<file path="src/rtl/mic4_pulse_sequencer_pkg.sv">
// Shared definitions for the Mic4 pulse sequencer: step indices, FSM states,
// width defaults and the enabled-step search used by the sequencer.
package mic4_pulse_sequencer_pkg;

    localparam int DELAY_WIDTH_DEF  = 16;
    localparam int REPEAT_WIDTH_DEF = 16;
    localparam int NUM_STEPS        = 4;

    localparam int STEP_GRST = 0;
    localparam int STEP_S    = 1;
    localparam int STEP_A    = 2;
    localparam int STEP_D    = 3;

    typedef enum logic [1:0] {
        IDLE = 2'd0,
        FIRE = 2'd1,
        WAIT = 2'd2
    } seq_state_t;

    typedef struct packed {
        logic       found;
        logic [1:0] idx;
    } step_sel_t;

    // Lowest enabled step whose index is >= from; from = 4 means "none left".
    function automatic step_sel_t find_step(input logic [3:0] mask, input logic [2:0] from);
        step_sel_t sel;
        sel = '0;
        for (int i = NUM_STEPS - 1; i >= 0; i--) begin
            if (mask[i] && (3'(i) >= from)) begin
                sel.found = 1'b1;
                sel.idx   = 2'(i);
            end
        end
        return sel;
    endfunction

endpackage

</file>
<file path="src/rtl/mic4_pulse_sequencer_seq_delay_timer.sv">
// Loadable down-counter that times the gap between sequencer pulses.
// expire is high while the count sits at zero.
module mic4_pulse_sequencer_seq_delay_timer
    import mic4_pulse_sequencer_pkg::*;
#(
    parameter int DELAY_WIDTH = DELAY_WIDTH_DEF
) (
    input  logic                   clk,
    input  logic                   srst,
    input  logic                   load,
    input  logic [DELAY_WIDTH-1:0] value,
    output logic                   expire
);

    logic [DELAY_WIDTH-1:0] cnt_reg;

    always_ff @(posedge clk) begin
        if (srst) begin
            cnt_reg <= '0;
        end else if (load) begin
            cnt_reg <= value;
        end else if (cnt_reg != '0) begin
            cnt_reg <= cnt_reg - DELAY_WIDTH'(1);
        end
    end

    assign expire = (cnt_reg == '0);

endmodule

</file>
<file path="src/rtl/mic4_pulse_sequencer.sv">
// Fires GRST/STROBE/A/D request pulses in fixed order with programmable gaps
// and repeat count; configuration is captured when a run starts.
module mic4_pulse_sequencer
    import mic4_pulse_sequencer_pkg::*;
#(
    parameter int DELAY_WIDTH  = DELAY_WIDTH_DEF,
    parameter int REPEAT_WIDTH = REPEAT_WIDTH_DEF
) (
    input  logic                    clk_in,
    input  logic                    rst,
    input  logic                    start,
    input  logic                    abort,
    input  logic [3:0]              step_en,
    input  logic [DELAY_WIDTH-1:0]  dly_grst,
    input  logic [DELAY_WIDTH-1:0]  dly_s,
    input  logic [DELAY_WIDTH-1:0]  dly_a,
    input  logic [DELAY_WIDTH-1:0]  dly_d,
    input  logic [REPEAT_WIDTH-1:0] n_repeat,
    output logic                    pulse_grst,
    output logic                    pulse_s,
    output logic                    pulse_a,
    output logic                    pulse_d,
    output logic                    busy,
    output logic                    done,
    output logic [REPEAT_WIDTH-1:0] iter_cnt
);

    seq_state_t              state_reg;
    logic [1:0]              cur_step_reg;
    logic [3:0]              en_reg;
    logic [REPEAT_WIDTH-1:0] n_repeat_reg;
    logic [REPEAT_WIDTH-1:0] iter_cnt_reg;
    logic [3:0]              pulse_reg;
    logic                    busy_reg;
    logic                    done_reg;
    logic [DELAY_WIDTH-1:0]  dly_in  [NUM_STEPS];
    logic [DELAY_WIDTH-1:0]  dly_reg [NUM_STEPS];

    logic                    run_start;
    step_sel_t               start_sel;
    step_sel_t               first_sel;
    step_sel_t               later_sel;
    logic [REPEAT_WIDTH-1:0] iter_cnt_next;
    logic                    more_iters;
    logic                    fire_next;
    logic [1:0]              fire_step;
    logic                    iter_end;
    logic [DELAY_WIDTH-1:0]  timer_value;
    logic                    timer_expire;

    assign dly_in[STEP_GRST] = dly_grst;
    assign dly_in[STEP_S]    = dly_s;
    assign dly_in[STEP_A]    = dly_a;
    assign dly_in[STEP_D]    = dly_d;

    // abort outranks start even while idle, so an abort+start pair starts nothing
    assign run_start = (state_reg == IDLE) && start && !abort;

    always_comb begin
        start_sel     = find_step(step_en, 3'd0);
        first_sel     = find_step(en_reg, 3'd0);
        later_sel     = find_step(en_reg, {1'b0, cur_step_reg} + 3'd1);
        iter_cnt_next = iter_cnt_reg + REPEAT_WIDTH'(1);
        more_iters    = (n_repeat_reg == '0) || (iter_cnt_next != n_repeat_reg);
        fire_next     = 1'b0;
        fire_step     = '0;
        iter_end      = 1'b0;
        timer_value   = '0;
        case (state_reg)
            IDLE: begin
                if (run_start && start_sel.found) begin
                    fire_next   = 1'b1;
                    fire_step   = start_sel.idx;
                    timer_value = dly_in[start_sel.idx];
                end
            end
            FIRE, WAIT: begin
                if (timer_expire) begin
                    if (later_sel.found) begin
                        fire_next   = 1'b1;
                        fire_step   = later_sel.idx;
                        timer_value = dly_reg[later_sel.idx];
                    end else begin
                        iter_end = 1'b1;
                        if (more_iters) begin
                            fire_next   = 1'b1;
                            fire_step   = first_sel.idx;
                            timer_value = dly_reg[first_sel.idx];
                        end
                    end
                end
            end
            default: ;
        endcase
    end

    mic4_pulse_sequencer_seq_delay_timer #(
        .DELAY_WIDTH(DELAY_WIDTH)
    ) u_seq_delay_timer (
        .clk    (clk_in),
        .srst   (rst),
        .load   (fire_next),
        .value  (timer_value),
        .expire (timer_expire)
    );

    for (genvar gi = 0; gi < NUM_STEPS; gi++) begin : g_dly
        always_ff @(posedge clk_in) begin
            if (rst) begin
                dly_reg[gi] <= '0;
            end else if (run_start) begin
                dly_reg[gi] <= dly_in[gi];
            end
        end
    end

    always_ff @(posedge clk_in) begin
        if (rst) begin
            state_reg    <= IDLE;
            cur_step_reg <= '0;
            en_reg       <= '0;
            n_repeat_reg <= '0;
            iter_cnt_reg <= '0;
            pulse_reg    <= '0;
            busy_reg     <= 1'b0;
            done_reg     <= 1'b0;
        end else if (abort && (state_reg != IDLE)) begin
            state_reg <= IDLE;
            pulse_reg <= '0;
            busy_reg  <= 1'b0;
            done_reg  <= 1'b0;
        end else begin
            pulse_reg <= '0;
            done_reg  <= 1'b0;
            if (fire_next) begin
                pulse_reg[fire_step] <= 1'b1;
                cur_step_reg         <= fire_step;
                state_reg            <= FIRE;
                busy_reg             <= 1'b1;
            end
            case (state_reg)
                IDLE: begin
                    if (run_start) begin
                        en_reg       <= step_en;
                        n_repeat_reg <= n_repeat;
                        iter_cnt_reg <= '0;
                        if (!start_sel.found) begin
                            done_reg <= 1'b1;
                        end
                    end
                end
                FIRE, WAIT: begin
                    if (iter_end) begin
                        iter_cnt_reg <= iter_cnt_next;
                        if (!more_iters) begin
                            done_reg  <= 1'b1;
                            busy_reg  <= 1'b0;
                            state_reg <= IDLE;
                        end
                    end else if (!timer_expire) begin
                        state_reg <= WAIT;
                    end
                end
                default: state_reg <= IDLE;
            endcase
        end
    end

    assign pulse_grst = pulse_reg[STEP_GRST];
    assign pulse_s    = pulse_reg[STEP_S];
    assign pulse_a    = pulse_reg[STEP_A];
    assign pulse_d    = pulse_reg[STEP_D];
    assign busy       = busy_reg;
    assign done       = done_reg;
    assign iter_cnt   = iter_cnt_reg;

endmodule
</file>
<file path="config.mk">
export PLATFORM = sky130hd
export DESIGN_NAME = mic4_pulse_sequencer
export DESIGN_NICKNAME = d
export VERILOG_FILES = /design/src/rtl/mic4_pulse_sequencer_pkg.sv /design/src/rtl/mic4_pulse_sequencer_seq_delay_timer.sv /design/src/rtl/mic4_pulse_sequencer.sv
export SDC_FILE = /design/constraint.sdc
export NUM_CORES = 1
export LEC_CHECK = 0
export CORE_ASPECT_RATIO = 1.25
export CORE_MARGIN = 2
export CORE_UTILIZATION = 55
export CTS_CLUSTER_DIAMETER = 80
export DETAILED_ROUTE_END_ITERATION = 8
export GPL_ROUTABILITY_DRIVEN = 0
export PLACE_DENSITY_LB_ADDON = 0.15
export SLEW_MARGIN = 20
export SYNTH_ARGS = -nofsm -noshare
export SYNTH_HDL_FRONTEND = slang
export SYNTH_SLANG_ARGS = --single-unit
</file>
<file path="constraint.sdc">
create_clock -name clk_in -period 4.1 [get_ports clk_in]
set_clock_uncertainty 0.2 [all_clocks]
set_input_delay 0.82 -clock clk_in [delete_from_list [all_inputs] [get_ports clk_in]]
set_output_delay 0.82 -clock clk_in [all_outputs]
set_load 0.01 [all_outputs]
</file>
* Yosys cells after proc, flatten, opt, wreduce, memory -nomap -nowiden
Memories as Yosys holds them, arrays and structs flattened.
Cells that the tools add are included.
** Storage, ports and cells
- Output and inout bits :: 22
- Memories kept :: 1
- Register bits after elaboration :: 62
- Input bits :: 88
- Logic and storage cells :: 119
- RAM bits :: 64
** Memory list
- dly_reg :: depth 4, width 16, read ports 2, clocked after Yosys merged registers in 0, write ports 4, RTL line mic4_pulse_sequencer.sv:37 : logic [DELAY_WIDTH-1:0] dly_reg [NUM_STEPS];
** Cells by class
- Order comparisons :: 7
- Muxes and demuxes :: 63
- Bitwise logic cells :: 7
- Reduce and logical (&&, ||, !) cells :: 24
- Eq/ne operators :: 5
- Add/subtract/negate cells :: 3
** Operators by type and width (count)
- 2-to-1 mux 16 bit :: 14
- case mux 16 bit (2 select lines) :: 2
- binary-select mux 16 bit (select 2 bit) :: 1
- logical NOT 16 bit :: 2
- 2-to-1 mux 2 bit :: 12
- 2-to-1 mux 3 bit :: 8
- 2-to-1 mux 1 bit :: 21
- adder 16 x 1 -> 16 bit, second input constant :: 1
- != test 16 bit :: 1
- nonzero test 16 bit :: 1
- subtractor 16 x 1 -> 16 bit, second input constant :: 1
- logical AND 1 bit :: 9
- case mux 2 bit (2 select lines) :: 2
- greater-or-equal comparator 1 x 3 -> 1 bit, first input constant :: 2
- greater-or-equal comparator 2 x 3 -> 1 bit, first input constant :: 2
- nonzero test 2 bit :: 3
- != test 2 bit, second input constant :: 2
- bitwise OR 1 bit :: 4
- case mux 1 bit (2 select lines) :: 2
- AND reduction 4 bit :: 1
- OR reduction 2 bit :: 2
- adder 2 x 1 -> 3 bit, second input constant :: 1
- greater-or-equal comparator 3 bit, second input constant :: 1
- less-than comparator 2 x 3 -> 1 bit, second input constant :: 1
- 12 further kinds :: 13

* Logic depth before layout (Yosys ltp)
Gate-level depths: netlist (run 1).
- Depth in word-level cells :: 14
- Gate-level depth with buffers :: 11
- Mapped depth without buffers :: 9

* Hierarchy
From an unflattened synthesis (run 1), not the netlist that was laid out.
** Second synthesis, totals
- Cells, all modules :: 766
- Area total of the unflattened synthesis :: 7480.9 um^2
** By module, submodules not included
- mic4_pulse_sequencer :: area each 6578.8 um^2, times used 1, sequential area each 2842.7 um^2, cells each 654
- mic4_pulse_sequencer_seq_delay_timer :: area each 902.1 um^2, times used 1, sequential area each 320.3 um^2, cells each 112

* Least setup slack after synthesis (run 1)
Ideal clock, no wire load.
- Path type :: input -> register
- Start point :: input start
- End point :: memory dly_reg[0][0] (netlist name) (enable)
- Setup time :: 0.433 ns
- Arrival time :: 2.787 ns
- Path slack :: 0.681 ns
- Data required time :: 3.467 ns
- Cell stages on the path :: 4
- Path buffers :: 1
- Path through :: nand2_1 -> or2_2 -> clkbuf_1 -> nand2b_1
** RTL lines
- start: declaration :: RTL line mic4_pulse_sequencer.sv:11 : input logic start,
- end: declaration :: RTL line mic4_pulse_sequencer.sv:37

* Worst setup path after layout (run 1)
- Start point :: register iter_cnt_reg[0], in the netlist iter_cnt[0]
- End point :: register cur_step_reg[0]
** On the way
- Word-level cells in the longest chain between the ends :: 8
- Elaborated cells on any way between the ends :: 12
- Those cells by class :: add/sub: 1; eq/ne: 1; mux: 8; reduce/logical: 2
** RTL lines
- start: declaration :: RTL line mic4_pulse_sequencer.sv:32 : logic [REPEAT_WIDTH-1:0] iter_cnt_reg;
- start signal: assignment :: RTL line mic4_pulse_sequencer.sv:154 : iter_cnt_reg <= iter_cnt_next;
- adder 16 x 1 -> 16 bit * :: RTL line mic4_pulse_sequencer.sv:63 : iter_cnt_next = iter_cnt_reg + REPEAT_WIDTH'(1);
- != test 16 bit * :: RTL line mic4_pulse_sequencer.sv:64 : more_iters = (n_repeat_reg == '0) || (iter_cnt_next != n_repeat_reg);
- logical OR 1 bit * :: RTL line mic4_pulse_sequencer.sv:64
- 2-to-1 mux 1 bit :: RTL line mic4_pulse_sequencer.sv:85 : if (more_iters) begin
- 2-to-1 mux 1 bit :: RTL line mic4_pulse_sequencer.sv:79 : if (later_sel.found) begin
- 2-to-1 mux 1 bit :: RTL line mic4_pulse_sequencer.sv:78 : if (timer_expire) begin
- case mux 1 bit (2 select lines) :: RTL line mic4_pulse_sequencer.sv:69 : case (state_reg)
- AND reduction 2 bit (no line)
- end signal: assignment :: RTL line mic4_pulse_sequencer.sv:137 : cur_step_reg <= fire_step;
- end: declaration :: RTL line mic4_pulse_sequencer.sv:29 : logic [1:0] cur_step_reg;
Mark *: on every way between the ends. The rest lies on a longest branch, timed or not.
A chain may end at the register's enable or synchronous reset.

==> results of run 1 <==
-- cell families (layout without fill, tap and decap cells) --
kind of cell             Yosys count  count (layout)  synth area share (%)
multiplexers                      33              33                 9.899
flip-flops                       126             126                 42.49
adder cells (fa/ha/maj)            4               4                0.6723
buffers and inverters             71             176                 4.504
AO/OA/AOI/OAI                    186             186                 16.96
AND/OR/NAND/NOR                  306             306                 22.47
XOR/XNOR                          24              24                 3.008
-- worst max-delay path, cell delays in order, from the launching register on --
cell and delay, ns:
dfxtp_1 0.46, ha_1 0.32, nand3_2 0.20, or4_1 0.47
or4_4 0.53, a2111oi_4 0.94, o21ai_4 0.23, a311oi_1 0.35
-- Yosys cell counts (3+ instances only) --
master | instances | area, µm²
xnor2_1 | 16 | 140.1
a211oi_1 | 6 | 45.04
or4_1 | 6 | 45.04
a21oi_1 | 67 | 335.3
edfxtp_1 | 64 | 1922
and2_1 | 65 | 406.6
or3b_2 | 5 | 43.79
nand3_1 | 11 | 55.05
nand2b_1 | 6 | 37.54
mux4_2 | 30 | 675.7
o211ai_1 | 8 | 60.06
ha_1 | 4 | 50.05
o21ai_0 | 31 | 155.2
nor2_1 | 48 | 180.2
buf_2 | 7 | 35.03
a311oi_1 | 6 | 52.55
dfxtp_1 | 62 | 1241
buf_6 | 4 | 45.04
clkbuf_1 | 34 | 127.6
o31a_1 | 3 | 26.28
nor3_1 | 19 | 95.09
nand4_1 | 3 | 18.77
or3_2 | 6 | 45.04
inv_1 | 18 | 67.56
nor2b_1 | 6 | 37.54
xor2_1 | 7 | 61.31
o22ai_1 | 10 | 62.56
nor3b_1 | 4 | 30.03
nor4_1 | 8 | 50.05
or3_1 | 13 | 81.33
o221ai_1 | 3 | 26.28
a221oi_1 | 18 | 157.7
and4_1 | 5 | 43.79
nand2_1 | 80 | 300.3
a21o_1 | 5 | 37.54
-- metal layers --
layer	part of all wire (%)	vias up	wire length (µm)	global-route usage [%]
met5	0	-	0	0
met4	4.0	0	821	14.96
met3	6.6	63	1348	6.997
met2	54	294	11030	52.59
met1	36	3091	7325	31.29
li1	-	2994	-	-
-- per-stage QoR --
| stage | instance area (µm²) | setup slack, ns | cells |
|---|---|---|---|
| after global routing | 9326 | 0.06298 | 1026 |
| after floorplan | 7445 | 0.6809 | 750 |
| after global placement | 8632 | 0.4768 | 994 |
| after CTS | 9323 | 0.3310 | 1026 |
| final | 9326 | 0.2880 | 1026 |
| after detailed placement | 8632 | 0.3758 | 994 |
-- layout make-up --
type	instances	area [µm²]	area share, %
Clock buffer	17	425.4	4.561
Clock inverter	15	265.3	2.844
Inverter	19	71.32	0.7647
Multi-Input combinational cell	553	3969	42.55
Sequential cell	126	3163	33.91
Tap cell	171	214.0	2.294
Timing Repair Buffer	125	1219	13.07
-- path summary, 6_finish.rpt --
check	endpoint	cells after the start	slack, ns
setup / recovery	cur_step_reg[0]$_SDFFE_PP0P_	7	0.29
hold / removal	n_repeat_reg[10]$_SDFFE_PP0P_	2	0.29
setup reg to reg	cur_step_reg[0]$_SDFFE_PP0P_	7	0.29
hold reg to reg	n_repeat_reg[10]$_SDFFE_PP0P_	2	0.29
-- power by group --
part / internal (mW) / total, mW / switching, mW
combinational: 0.657 / 1.53 / 0.871
sequential: 1.53 / 1.69 / 0.157
clock: 1.20 / 1.78 / 0.577
total: 3.39 / 4.99 / 1.60
==> flow_summary.json, run 1 <==
{
  "min_period_ns": 3.812,
  "hold_violations": 0,
  "synthArstFlopShare_pct": 0,
  "dieHeight_um": 134.1,
  "dieArea_um2": 14490,
  "post_cts_buffers": 0,
  "drc_errors": 0,
  "hp-class": "reg -> reg",
  "leakage_nw": 3.251,
  "die_width_um": 108.1,
  "setup-violations-final": 0,
  "largest_reg_flops": 64,
  "fillCellCount": 1014,
  "vias_per_cell": 6.279,
  "irDropWorstVdd_v": 0.0003203,
  "ant_nets": 0,
  "wire_per_inst_um": 20.00,
  "synth_seq_cells": 126,
  "syn_area_um2": 7445,
  "grt_usage_pct": 29.16,
  "clk_pin_slew_ns": 0.06,
  "clk_latency_ns": 0.43,
  "grt_pass1_vias": 6455,
  "critPathMaxFanout": 14,
  "grt_pass1_wl_um": 32380,
  "final_cell_mix": "108 x clkdlybuf4s50_1, 80 x nand2_1, 67 x a21oi_1",
  "cp-startpoint": "iter_cnt[0]$_SDFFE_PP0P_",
  "postLayoutCoreUtil_pct": 70.49,
  "hold_start": "n_repeat_reg[10]$_SDFFE_PP0P_",
  "core_um2": 13230,
  "wl_um": 20530,
  "slew-limit-headroom_pct": 27.28,
  "port_buffers": 109,
  "cts.sinks": 126,
  "period_share_pct": 92.98,
  "holdWs_ns": 0.2907,
  "placementRows": 47,
  "cts_tree": "built",
  "num_antenna_cells": 0,
  "arrival_ns": 3.93,
  "grt_max_degree": 65,
  "htree_levels": 4,
  "crit_required_ns": 4.22,
  "synth_cells": 750,
  "synth_cell_type_count": 85,
  "drive_gt1_share_pct": 14.15,
  "slew_violations": 0,
  "nets": 934,
  "seq_area_frac_synth_pct": 42.49,
  "worst_slew_pin_slew_ns": 1.086,
  "cts_resized": 0,
  "cap_violations": 0,
  "crit_type": "reg -> reg",
  "cp-end-kind": "flop",
  "holdBufCountCts": 0,
  "max_freq_mhz": 262.3,
  "ys.flop_type": "edfxtp_1",
  "rr_startpoint": "iter_cnt[0]$_SDFFE_PP0P_",
  "status": "completed",
  "final_common_cell": "clkdlybuf4s50_1",
  "tns_ns": 0,
  "dr.first_iter.drc_count": 499,
  "synth-edff-count": 64,
  "ios": 110,
  "grt_setup_unrepaired": "no",
  "dpl.hpwl_um": 14600,
  "root_buffer": "clkbuf_16",
  "critPathLaunchType": "flop",
  "synth_warnings": 0,
  "start_util_pct": 56.26,
  "powerDensity_nw_per_um2": 535.5,
  "dr.pass1.iters": 5,
  "antenna_found_initial": 0,
  "syn-num-nets": 842,
  "overflow": 0,
  "area_growth_pct": 25.28,
  "p_total_mw": 4.994,
  "cts_buffers": 17,
  "clk_path_buf_depth": 2,
  "vias": 6442,
  "syn_area_per_cell_um2": 9.926
}
No activity file was read; power rests on OpenSTA's default activity.
==> run 2: changes to the inputs <==
--- a/config.mk
+++ b/config.mk
@@ -11,6 +11,7 @@
 export CTS_CLUSTER_DIAMETER = 80
 export DETAILED_ROUTE_END_ITERATION = 8
 export GPL_ROUTABILITY_DRIVEN = 0
+export HOLD_SLACK_MARGIN = 0.03
 export PLACE_DENSITY_LB_ADDON = 0.15
 export SLEW_MARGIN = 20
 export SYNTH_ARGS = -nofsm -noshare
==> results of run 2 <==
No change in the layout: final DEF, timing and power equal those of run 1.
==> run 3: changes to the inputs <==
--- a/config.mk
+++ b/config.mk
@@ -7,11 +7,11 @@
 export LEC_CHECK = 0
 export CORE_ASPECT_RATIO = 1.25
 export CORE_MARGIN = 2
-export CORE_UTILIZATION = 55
+export CORE_UTILIZATION = 34
 export CTS_CLUSTER_DIAMETER = 80
+export CTS_CLUSTER_SIZE = 25
 export DETAILED_ROUTE_END_ITERATION = 8
 export GPL_ROUTABILITY_DRIVEN = 0
-export HOLD_SLACK_MARGIN = 0.03
 export PLACE_DENSITY_LB_ADDON = 0.15
 export SLEW_MARGIN = 20
 export SYNTH_ARGS = -nofsm -noshare
==> flow_summary.json, run 3 (synthesized netlist as in run 1, its figures left out) <==
{
  "wl_um": 21340,
  "crit_slowest_cell": "a2111oi_4",
  "overflow": 0,
  "p_total_mw": 4.721,
  "core_um2": 21550,
  "leakage_nw": 3.209,
  "cp_cell_sequence": "ha_1 -> nand3_2 -> or4_1 -> or4_4 -> a2111oi_4 -> or4_1 -> o22ai_1",
  "dieArea_um2": 23100,
  "irDropWorstVdd_v": 0.0003326,
  "min_period_ns": 3.752,
  "placed_area_um2": 8790,
  "grt_max_degree": 65,
  "holdBufCountCts": 0,
  "path_common_cell": "or4_1",
  "grt_usage_pct": 19.00,
  "critPathMaxFanout": 14,
  "final_common_cell": "clkdlybuf4s50_1",
  "design_area_um2": 9374,
  "cap_violations": 0,
  "num_antenna_cells": 0,
  "status": "completed",
  "arrival_ns": 3.83,
  "cts_tree": "built",
  "clk_latency_ns": 0.43,
  "dp.cells": 1105,
  "hp-class": "reg -> reg",
  "largest_reg_flops": 64,
  "vias_per_cell": 5.488,
  "placementRows": 60,
  "clk_pin_slew_ns": 0.06,
  "ios": 110,
  "dr.first_iter.drc_count": 382,
  "final_cell_mix": "108 x clkdlybuf4s50_1, 80 x nand2_1, 67 x a21oi_1",
  "ant_nets": 0,
  "crit_required_ns": 4.18,
  "reg2reg_slack_ns": 0.35,
  "port_buffers": 109,
  "crit_type": "reg -> reg",
  "tns_ns": 0,
  "die_width_um": 136.4,
  "clk_path_buf_depth": 2,
  "cts.sinks": 126,
  "area_growth_pct": 25.92,
  "fin_cells": 1137,
  "post_cts_buffers": 0,
  "dr.pass1.iters": 6,
  "cts_buffers": 17,
  "drive_gt1_share_pct": 14.34,
  "vias": 6240,
  "max_freq_mhz": 266.6,
  "setup_ws_ns": 0.3484,
  "holdWs_ns": 0.2970,
  "period_share_pct": 91.50,
  "slew_violations": 0,
  "drc_errors": 0,
  "critPathMaxStageDelay_ns": 0.92,
  "dpl.hpwl_um": 15760,
  "start_util_pct": 34.55,
  "cts_resized": 0,
  "grt_setup_unrepaired": "no",
  "slew-limit-headroom_pct": 35.53,
  "dieHeight_um": 169.4,
  "critPathLaunchType": "flop",
  "root_buffer": "clkbuf_16",
  "grt_pass1_wl_um": 33640,
  "cp-end-kind": "flop",
  "wire_per_inst_um": 18.77,
  "nets": 937,
  "htree_levels": 4,
  "setup-violations-final": 0,
  "place_ws_ns": 0.3686,
  "powerDensity_nw_per_um2": 503.6,
  "hold_violations": 0,
  "worst_slew_pin_slew_ns": 0.9670,
  "antenna_found_initial": 0,
  "postLayoutCoreUtil_pct": 43.51,
  "grt_pass1_vias": 6249
}
-- run 3: changes by cell type in the layout (fill, tap and decap cells not counted), sizes merged --
| cell | before | now |
|---|---|---|
| buf | 17 | 20 |
| bufinv | 7 | 2 |
| clkinv | 4 | 3 |
| clkinvlp | 2 | 4 |
| inv | 21 | 25 |
-- run 3: layout make-up --
class,count,area (µm²)
tap,279,349.1
clock inverter,15,158.9
sequential,126,3163
inverter,19,71.32
clock buffer,17,425.4
timing repair buffer,128,1241
multi-input combinational,553,3965
fill,2025,12170
-- run 3: metal layers --
layer	track usage, %	vias to the layer above	routed length [µm]
li1	-	3005	-
met1	22.66	2997	8816
met3	3.256	48	989
met5	0	-	0
met4	8.741	0	711
met2	33.12	190	10830
-- run 3: worst max-delay path, delay by kind of cell, from the launching register on --
family / cells / cell delay, ns
AND/OR/NAND/NOR: 4 / 1.56
AO/OA/AOI/OAI: 2 / 1.04
flip-flops: 1 / 0.47
adder cells (fa/ha/maj): 1 / 0.33
-- run 3: final timing paths --
path / from / end / cells past startpoint
setup reg to reg: iter_cnt[0]$_SDFFE_PP0P_ / u_seq_delay_timer.cnt_reg[7]$_SDFFE_PP0P_ / 7
hold reg to reg: n_repeat_reg[13]$_SDFFE_PP0P_ / n_repeat_reg[13]$_SDFFE_PP0P_ / 2
setup / recovery: iter_cnt[0]$_SDFFE_PP0P_ / u_seq_delay_timer.cnt_reg[7]$_SDFFE_PP0P_ / 7
hold / removal: n_repeat_reg[13]$_SDFFE_PP0P_ / n_repeat_reg[13]$_SDFFE_PP0P_ / 2
-- run 3: where the power goes --
| group | leakage (nW) | total [mW] | internal [mW] | switching (mW) |
|---|---|---|---|---|
| Combinational | 1.75 | 1.53 | 0.659 | 0.866 |
| Clock | 0.275 | 1.51 | 0.901 | 0.606 |
| Sequential | 1.18 | 1.69 | 1.53 | 0.157 |
